`src/rtl/sol32_dport_pkg.sv`:
```
// Shared types and constants for the sol32 data-port responder.
// Optional build macro used by the responder: SOL32_DPORT_TIMEOUT_EN.
package sol32_dport_pkg;

  localparam logic [31:0] USER_BASE_DEFAULT = 32'h0000_8000;
  localparam int unsigned TIMEOUT_DEFAULT   = 64;
  localparam int unsigned DATA_W            = 32;
  localparam int unsigned LANES             = DATA_W / 8;
  localparam int unsigned WADDR_W           = DATA_W - 2;

  typedef enum logic [1:0] {
    W_BYTE = 2'b00,
    W_HALF = 2'b01,
    W_WORD = 2'b10,
    W_RSVD = 2'b11
  } width_e;

  typedef enum logic [1:0] {
    ST_IDLE  = 2'd0,
    ST_WAIT  = 2'd1,
    ST_DONE  = 2'd2,
    ST_FAULT = 2'd3
  } state_e;

  typedef enum logic [1:0] {
    FC_ALIGN    = 2'd0,
    FC_PRIV     = 2'd1,
    FC_TIMEOUT  = 2'd2,
    FC_CONFLICT = 2'd3
  } cause_e;

  // Reserved width or an access that straddles its natural boundary.
  function automatic logic bad_width(input width_e w, input logic [1:0] a);
    logic bad;
    bad = 1'b0;
    unique case (w)
      W_BYTE:  bad = 1'b0;
      W_HALF:  bad = a[0];
      W_WORD:  bad = (a != 2'b00);
      default: bad = 1'b1;
    endcase
    return bad;
  endfunction

endpackage

```
`src/rtl/sol32_lane_align.sv`:
```
// Byte-lane steering between a right-justified core datum and a 32-bit word.
// Ports:
//   width_i  access width
//   addr_i   byte offset within the word
//   wdata_i  right-justified store data
//   rdata_i  raw memory word
//   be_o     active byte lanes (0 for reserved width)
//   wdata_o  store data replicated across lanes
//   rdata_o  selected lanes, right-justified and zero-extended
module sol32_lane_align
  import sol32_dport_pkg::*;
(
  input  width_e             width_i,
  input  logic [1:0]         addr_i,
  input  logic [DATA_W-1:0]  wdata_i,
  input  logic [DATA_W-1:0]  rdata_i,
  output logic [LANES-1:0]   be_o,
  output logic [DATA_W-1:0]  wdata_o,
  output logic [DATA_W-1:0]  rdata_o
);

  logic [DATA_W-1:0] shifted;

  assign shifted = rdata_i >> {addr_i, 3'b000};

  // Lane selection per width.
  always_comb begin
    be_o    = '0;
    wdata_o = '0;
    rdata_o = '0;
    unique case (width_i)
      W_BYTE: begin
        be_o    = 4'b0001 << addr_i;
        wdata_o = {4{wdata_i[7:0]}};
        rdata_o = {24'h0, shifted[7:0]};
      end
      W_HALF: begin
        be_o    = 4'b0011 << {addr_i[1], 1'b0};
        wdata_o = {2{wdata_i[15:0]}};
        rdata_o = {16'h0, shifted[15:0]};
      end
      W_WORD: begin
        be_o    = 4'hF;
        wdata_o = wdata_i;
        rdata_o = shifted;
      end
      default: begin
        be_o    = '0;
        wdata_o = '0;
        rdata_o = '0;
      end
    endcase
  end

endmodule

```
`src/rtl/sol32_data_responder.sv`:
```
// Memory-side responder for the sol32 data port: checks a load/store request,
// issues one word access with byte enables, stalls the core until the memory
// completes, and returns lane-aligned load data or a one-cycle fault.
// Optional macro SOL32_DPORT_TIMEOUT_EN adds a WAIT-state timeout (cause 2).
// Ports:
//   Clock, Reset            clock, async active-low reset
//   Mode                    1=user, 0=supervisor
//   ReadEnable/WriteEnable  core load/store request
//   DataWidth               00 byte, 01 half, 10 word, 11 reserved
//   MemoryAddress, DataOut  core byte address and store data
//   DataIn                  load data (valid in the retire cycle)
//   Stall                   combinational hold to the core
//   Fault, FaultCause       one-cycle rejection pulse and reason
//   MemRequest..MemWriteData  word access to memory (strobe is combinational)
//   MemReadData, MemValid   memory completion
module sol32_data_responder
  import sol32_dport_pkg::*;
#(
  parameter logic [31:0]  USER_BASE      = USER_BASE_DEFAULT,
  parameter int unsigned  TIMEOUT_CYCLES = TIMEOUT_DEFAULT
) (
  input  logic               Clock,
  input  logic               Reset,
  input  logic               Mode,
  input  logic               ReadEnable,
  input  logic               WriteEnable,
  input  logic [1:0]         DataWidth,
  input  logic [DATA_W-1:0]  MemoryAddress,
  input  logic [DATA_W-1:0]  DataOut,
  output logic [DATA_W-1:0]  DataIn,
  output logic               Stall,
  output logic               Fault,
  output logic [1:0]         FaultCause,
  output logic               MemRequest,
  output logic               MemWrite,
  output logic [WADDR_W-1:0] MemAddress,
  output logic [LANES-1:0]   MemByteEnable,
  output logic [DATA_W-1:0]  MemWriteData,
  input  logic [DATA_W-1:0]  MemReadData,
  input  logic               MemValid
);

  state_e            state_q, state_d;
  cause_e            cause_q, cause_d;
  logic [DATA_W-1:0] data_q, data_d;
  logic              req_c;
  logic              align_bad_c;
  logic              priv_bad_c;
  logic              timeout_c;
  logic [DATA_W-1:0] rd_align_c;
  width_e            width_c;

  assign width_c     = width_e'(DataWidth);
  assign req_c       = ReadEnable | WriteEnable;
  assign align_bad_c = bad_width(width_c, MemoryAddress[1:0]);
  assign priv_bad_c  = Mode && (MemoryAddress < USER_BASE);

  // The core holds the request stable while stalled, so the live address
  // and width also steer the read data captured in WAIT.
  sol32_lane_align u_lane_align (
    .width_i (width_c),
    .addr_i  (MemoryAddress[1:0]),
    .wdata_i (DataOut),
    .rdata_i (MemReadData),
    .be_o    (MemByteEnable),
    .wdata_o (MemWriteData),
    .rdata_o (rd_align_c)
  );

  assign MemAddress = MemoryAddress[DATA_W-1:2];
  assign MemWrite   = WriteEnable;
  assign DataIn     = data_q;
  assign Fault      = (state_q == ST_FAULT);
  assign FaultCause = cause_q;

`ifdef SOL32_DPORT_TIMEOUT_EN
  localparam int unsigned CNT_W = $clog2(TIMEOUT_CYCLES + 1);

  logic [CNT_W-1:0] cnt_q, cnt_d;

  // Counts WAIT cycles without completion; cleared when a request is issued.
  always_comb begin
    cnt_d = cnt_q;
    if (MemRequest) begin
      cnt_d = '0;
    end else if ((state_q == ST_WAIT) && !MemValid) begin
      cnt_d = cnt_q + CNT_W'(1);
    end
  end

  always_ff @(posedge Clock or negedge Reset) begin
    if (!Reset) begin
      cnt_q <= '0;
    end else begin
      cnt_q <= cnt_d;
    end
  end

  // Fires in the last allowed WAIT cycle; MemValid takes priority there.
  assign timeout_c = (cnt_q == CNT_W'(TIMEOUT_CYCLES - 1));
`else
  logic unused_timeout;
  assign unused_timeout = ^32'(TIMEOUT_CYCLES);
  assign timeout_c      = 1'b0;
`endif

  // Next-state and combinational handshake outputs.
  always_comb begin
    state_d    = state_q;
    cause_d    = cause_q;
    data_d     = data_q;
    Stall      = 1'b0;
    MemRequest = 1'b0;
    unique case (state_q)
      ST_IDLE: begin
        if (req_c) begin
          Stall = 1'b1;
          if (ReadEnable && WriteEnable) begin
            cause_d = FC_CONFLICT;
            data_d  = '0;
            state_d = ST_FAULT;
          end else if (align_bad_c) begin
            cause_d = FC_ALIGN;
            data_d  = '0;
            state_d = ST_FAULT;
          end else if (priv_bad_c) begin
            cause_d = FC_PRIV;
            data_d  = '0;
            state_d = ST_FAULT;
          end else begin
            MemRequest = 1'b1;
            state_d    = ST_WAIT;
          end
        end
      end
      ST_WAIT: begin
        Stall = 1'b1;
        if (MemValid) begin
          data_d  = WriteEnable ? '0 : rd_align_c;
          state_d = ST_DONE;
        end else if (timeout_c) begin
          cause_d = FC_TIMEOUT;
          data_d  = '0;
          state_d = ST_FAULT;
        end
      end
      ST_DONE:  state_d = ST_IDLE;
      ST_FAULT: state_d = ST_IDLE;
      default:  state_d = ST_IDLE;
    endcase
    // No stall or memory strobe while held in reset.
    if (!Reset) begin
      Stall      = 1'b0;
      MemRequest = 1'b0;
    end
  end

  always_ff @(posedge Clock or negedge Reset) begin
    if (!Reset) begin
      state_q <= ST_IDLE;
      cause_q <= FC_ALIGN;
      data_q  <= '0;
    end else begin
      state_q <= state_d;
      cause_q <= cause_d;
      data_q  <= data_d;
    end
  end

endmodule

```
`config.mk`:
```
export PLATFORM = sky130hd
export DESIGN_NAME = sol32_data_responder
export DESIGN_NICKNAME = d
export VERILOG_FILES = /design/src/rtl/sol32_dport_pkg.sv /design/src/rtl/sol32_lane_align.sv /design/src/rtl/sol32_data_responder.sv
export SDC_FILE = /design/constraint.sdc
export NUM_CORES = 1
export LEC_CHECK = 0
export CAP_MARGIN = 30
export CORE_ASPECT_RATIO = 2
export CORE_UTILIZATION = 38
export DETAILED_ROUTE_END_ITERATION = 7
export PLACE_DENSITY = 0.89
export SYNTH_ARGS = -nofsm -noshare
export SYNTH_HDL_FRONTEND = slang
export SYNTH_SLANG_ARGS = --single-unit
```
`constraint.sdc`:
```
create_clock -name Clock -period 5.7 [get_ports Clock]
set_input_delay 0.57 -clock Clock [delete_from_list [all_inputs] [get_ports Clock]]
set_output_delay 0.57 -clock Clock [all_outputs]
set_load 0.02 [all_outputs]
```
======== Word-level counts from Yosys, hierarchy flattened ========
Index checks and enable logic that the tools add are counted.
storage, ports and cells
  register bits after elaboration ......... 36
  logic and storage cells ................. 56
  input port bits ......................... 104
  output and inout bits ................... 104
cells by class
  equality and inequality tests ........... 8
  shift operators ......................... 3
  reductions and logical operators ........ 11
  magnitude comparators ................... 1
  mux-type cells .......................... 29
  bitwise operators ....................... 1
operator list
  kind                                                  number
  two-way mux 32 bit                                    6
  case mux 32 bit (3 select lines)                      2
  case mux 32 bit (2 select lines)                      1
  < comparator 32 x 16 -> 1 bit, second input constant  1
  >> shifter 32 x 5 -> 32 bit                           1
  two-way mux 2 bit                                     8
  case mux 4 bit (3 select lines)                       1
  two-way mux 1 bit                                     8
  equality test 2 bit, second input constant            3
  case mux 2 bit (3 select lines)                       1
  equality test 2 x 1 -> 1 bit, second input constant   2
  zero test 2 bit                                       2
  inequality test 2 bit, second input constant          2
  inequality test 4 bit, second input constant          1
  AND reduction 4 bit                                   1
  nonzero test 2 bit                                    2
  << shifter 1 x 2 -> 4 bit, first input constant       1
  << shifter 2 x 2 -> 4 bit, first input constant       1
  case mux 1 bit (3 select lines)                       1
  AND reduction 3 bit                                   1
  nonzero test 3 bit                                    1
  logical AND 1 bit                                     2
  case mux 1 bit (2 select lines)                       1
  AND reduction 2 bit                                   1
  other kinds (2)                                       2

======== Longest topological paths before layout ========
  depth after elaboration ................. 8
  gate-level depth with buffers ........... 7

======== Modules after synthesis ========
A second synthesis with hierarchy kept.
second synthesis, totals
  cells, all modules ...................... 384
  area total of the unflattened synthesis .. 3150.5 um2
modules (own cells, without submodules)
  module                area an instance (um2)  seq. area each (um2)  times used  cells each
  sol32_data_responder  2038.2                  900.9                 1           214
  sol32_lane_align      1112.3                  0.0                   1           170

======== Worst setup path before layout ========
OpenSTA, ideal clock, no wires.
  path kind ............................... input -> output
  from .................................... in DataWidth[0]
  to ...................................... out MemByteEnable[3]
  arrival time ............................ 1750 ps
  path slack .............................. 3380 ps
  stages .................................. 4
  cells stage by stage .................... clkbuf_1 > clkbuf_1 > clkbuf_1 > mux2i_1
on the way
  longest elaborated chain between the ends .. 2
  elaborated cells between the ends (all ways) .. 4
  classes of those cells .................. eq/ne (2); mux (1); reduce/logical (1)
RTL lines
  what                                         line                        RTL
  start: declaration                           sol32_data_responder.sv:27  input logic [1:0] DataWidth,
  equality test 2 bit (tied with other cells)  sol32_lane_align.sv:31      unique case (width_i)
  case mux 4 bit (3 select lines) (*)          sol32_lane_align.sv:31
  end: declaration                             sol32_data_responder.sv:37  output logic [LANES-1:0] MemByteEnable,
Mark *: on every way between the ends. The rest lies on a longest branch, timed or not.

======== Worst setup path after layout ========
  from .................................... in MemoryAddress[1]
  to ...................................... out MemRequest
on the way
  longest elaborated chain between the ends .. 8
  elaborated cells between the ends (all ways) .. 10
  classes of those cells .................. order compare (1); mux (7); reduce/logical (2)
RTL lines
  what                           line                         RTL
  start: declaration             sol32_data_responder.sv:28   input logic [DATA_W-1:0] MemoryAddress,
  < comparator 32 x 16 -> 1 bit  sol32_data_responder.sv:56   assign priv_bad_c = Mode && (MemoryAddress < USER_BASE);
  logical AND 1 bit              sol32_data_responder.sv:56
  two-way mux 1 bit              sol32_data_responder.sv:126  end else if (priv_bad_c) begin
  two-way mux 1 bit (*)          sol32_data_responder.sv:122  end else if (align_bad_c) begin
  two-way mux 1 bit (*)          sol32_data_responder.sv:118  if (ReadEnable && WriteEnable) begin
  two-way mux 1 bit (*)          sol32_data_responder.sv:116  if (req_c) begin
  two-way mux 1 bit (*)          sol32_data_responder.sv:114  unique case (state_q)
  two-way mux 1 bit (*)          sol32_data_responder.sv:152  if (!Reset) begin
  end: declaration               sol32_data_responder.sv:34   output logic MemRequest,
Marked as above.

==> flow_metrics.tcl <==
set metrics [dict create \
    outcome "complete, no violations" \
    max_slew.worst_pin.slew_ns 1.01 \
    nets 563 \
    crit_chain "clkdlybuf4s50_1, inv_1, a21oi_1, nor3_1, clkdlybuf4s50_1" \
    critical_path.slowest_cell "sky130_fd_sc_hd__clkdlybuf4s50_1" \
    die_height_microns 126 \
    power.sequential.fraction 0.267 \
    totalWireLength_microns 9120 \
    synth_fp_nets 426 \
    grt_max_degree 39 \
    die_width_microns 63.8 \
    port_buffers 181 \
    worstHoldPathType "input port to asynchronous set/reset pin" \
    yosys_warnings 0 \
    slowest_delay_ns 1.14 \
    first_pass_iters 4 \
    ant_nets 0 \
    place_hpwl_microns 7190 \
    synth_top_area_cell "sky130_fd_sc_hd__dfrtp_1" \
    worstSetupEndpointType "output pin" \
    vias 2848 \
    grt_pass1_vias 2982 \
    global_route_wire_length_before_repair_microns 14700 \
    switching_share 0.348 \
    drt_first_iter_violations 85 \
    intPower_w 0.000813 \
    via_per_inst 5.16 \
    crit_arrival_ns 3.05 \
    smallest_setup_slack_after_layout_ns 2.08 \
    synth.avg_cell_area_sq_um 9.02 \
    grt_usage 0.237 \
    cts.sink_count 36 \
    finalWorstPathRequiredPeriod_ns 3.62 \
    synth_cell_type_count 38 \
    syn-cell-area_sq_um 2900 \
    worst_setup_path_class "input port to output pin" \
    report.final.setup_viol 0 \
    rows 44 \
    diodes 0 \
    layout_area_growth_over_synthesis_pct 61.0 \
    clock_insertion_delay_worst_skew_ns 0.28 \
    comb_power_share 0.483 \
    finalMaxSlewViolations 0 \
    clk_pin_slew_worst_paths_ns 0.06 \
    place_worst_setup_slack_ns 2.03 \
    gate_family_responsible_for_the_most_delay_along_the_worst_path "buffers and inverters" \
    worst-path-max-fanout 28 \
    cts-htree-levels 2 \
    cts_buffers 5 \
    finalClockSkew_ns 0.00520 \
    routed_wire_length_per_instance_microns 16.5 \
    initial_antenna_violation_count 0 \
    synth.yosys.seq_area_share 0.310 \
    timing.setup.tns_ns 0 \
    cts-hold-fix-buffers 0 \
    min_period_over_period 0.636 \
    post_synthesis_cells 322 \
    clock_tree.root_cell "sky130_fd_sc_hd__clkbuf_16" \
    core_region_area_sq_um 7320 \
    gp_congestion 0.870 \
    synth.top_cells.by_count "38 x sky130_fd_sc_hd__nor2_1, 36 x sky130_fd_sc_hd__dfrtp_1, 33 x sky130_fd_sc_hd__mux2i_1" \
    synth_edf_count 0 \
    max_freq_mhz 276 \
    cts.repair.resized 0 \
    floorplan.die_area_sq_um 8020 \
    ys_async_sr_fraction 1.00 \
    p_clk_frac 0.250 \
    critPathMostFrequentCell "sky130_fd_sc_hd__clkdlybuf4s50_1" \
    critical_path_data_required_time_ns 5.13 \
    power_density_nw_per_um2 267 \
    grt_setup_unrepaired "no" \
    detail_route.wirelength.met1_microns 3130 \
    power_leakage_nw 2.07 \
    cts.repair_timing.setup_buffer_count 0 \
    timing.max_slew.rel_slack 0.328 \
    switchingPower_w 0.000434 \
    vdd.ir_drop.worst_mv 0.178 \
    cts_buffer_depth 2 \
    number_of_top_level_pins 208 \
    final_layout_size_suffix_gt1_frac 0.0913 \
    met3RoutedLength_microns 611 \
    worstPathBufferInverterCount 3 \
    yosys-top-cells-area "sky130_fd_sc_hd__dfrtp_1 31%, sky130_fd_sc_hd__mux2i_1 11%, sky130_fd_sc_hd__mux2_4 11%" \
    area_fraction_of_the_dominant_cell_type_after_synthesis 0.310 \
    route.top_layer_used "met4" \
    final_hold_viol_count 0 \
    yosys_register_bits 36 \
    initial_core_util 0.397 \
    post-route-drc-count 0 \
    synthMostInstantiatedCell "sky130_fd_sc_hd__nor2_1" \
    global_route_total_overflow 0 \
    dr_wl_met2_microns 4980 \
    critPathLaunchType "input port" \
    tritoncts_clock_tree "built" \
    drv.max_cap_violation_count 0 \
    most_used_dff_post_synth "sky130_fd_sc_hd__dfrtp_1" \
]
worst register-to-register path, delay by kind of cell, from the launching register on:
kind	cells	cell delay, ns
AND/OR/NAND/NOR	2	0.50
AO/OA/AOI/OAI	1	0.50
multiplexers	1	0.33
buffers and inverters	1	0.26
flip-flops	1	0.46
metal layers:
metal / global-route usage / vias up
met5: 0 / -
met4: 0.135 / 0
met3: 0.0417 / 28
met2: 0.432 / 147
met1: 0.245 / 1316
li1: - / 1357
per-stage QoR:
step / total power, W / hold WS [ns] / instance area, sq um / cells / util
detailed placement: 0.000936 / 0.493 / 4480 / 543 / 0.612
global placement: 0.000905 / 0.492 / 4450 / 542 / 0.608
CTS: 0.00125 / 0.355 / 4650 / 551 / 0.635
finish: 0.00125 / 0.327 / 4680 / 552 / 0.639
floorplan: 0.000734 / 0.274 / 2900 / 322 / -
global route: 0.00130 / 0.386 / 4680 / 552 / 0.639
layout by cell type (no fill, tap or decap), types with 3 or more instances in the layout:
cell                                n
sky130_fd_sc_hd__dfrtp_1           36
sky130_fd_sc_hd__a211oi_1          17
sky130_fd_sc_hd__clkbuf_16          5
sky130_fd_sc_hd__mux2_2             3
sky130_fd_sc_hd__mux2i_1           33
sky130_fd_sc_hd__nand2_1           20
sky130_fd_sc_hd__inv_1             18
sky130_fd_sc_hd__a21o_1            16
sky130_fd_sc_hd__clkdlybuf4s50_1  179
sky130_fd_sc_hd__nor2_1            38
sky130_fd_sc_hd__a21oi_1           22
sky130_fd_sc_hd__nor3_1             3
sky130_fd_sc_hd__mux2_4            21
sky130_fd_sc_hd__nor2b_1            9
sky130_fd_sc_hd__nand3_1            3
sky130_fd_sc_hd__o21ai_0            9
power groups by stage:
stage	Combinational, W	Sequential (W)	Clock [W]
floorplan	0.000368	0.000366	0
global placement	0.000570	0.000335	0
detailed placement	0.000601	0.000336	0
CTS	0.000605	0.000333	0.000316
global route	0.000638	0.000339	0.000326
finish	0.000602	0.000333	0.000312
sequential cells by signal, indices dropped and copies added (netlist names):
register / cells
FaultCause: 2
state_q: 2
DataIn: 32
cell type report:
cell class                      instances  area, sq um
Multi-Input combinational cell        213         1550
Fill cell                             626         2650
Sequential cell                        36          901
Timing Repair Buffer                  185         1870
Clock buffer                            5          125
Tap cell                               92          115
Inverter                               18         67.6
Clock inverter                          3         42.5
cells by family (layout without fill, tap and decap cells):
group / Yosys count / count (layout) / synth area share
simple gates: 83 / 83 / 0.135
buf+inv: 73 / 211 / 0.156
compound gates: 72 / 72 / 0.162
mux: 57 / 57 / 0.234
flops: 36 / 36 / 0.310
xor+xnor: 1 / 1 / 0.00302
worst paths after layout:
path	startpoint	to	slack, ns	cells past startpoint
worst max-delay path	MemoryAddress[1]	MemRequest	2.08	5
worst min-delay path	Reset	DataIn[7]$_DFFE_PN0P_	0.33	2
worst max register to register	state_q[0]$_DFFE_PN0P_	DataIn[23]$_DFFE_PN0P_	3.55	5
worst min register to register	DataIn[5]$_DFFE_PN0P_	DataIn[5]$_DFFE_PN0P_	0.51	1
max in group asynchronous	Reset	DataIn[4]$_DFFE_PN0P_	5.04	2
min in group Clock	DataIn[5]$_DFFE_PN0P_	DataIn[5]$_DFFE_PN0P_	0.51	1
Power figures use the tool's default switching activity.
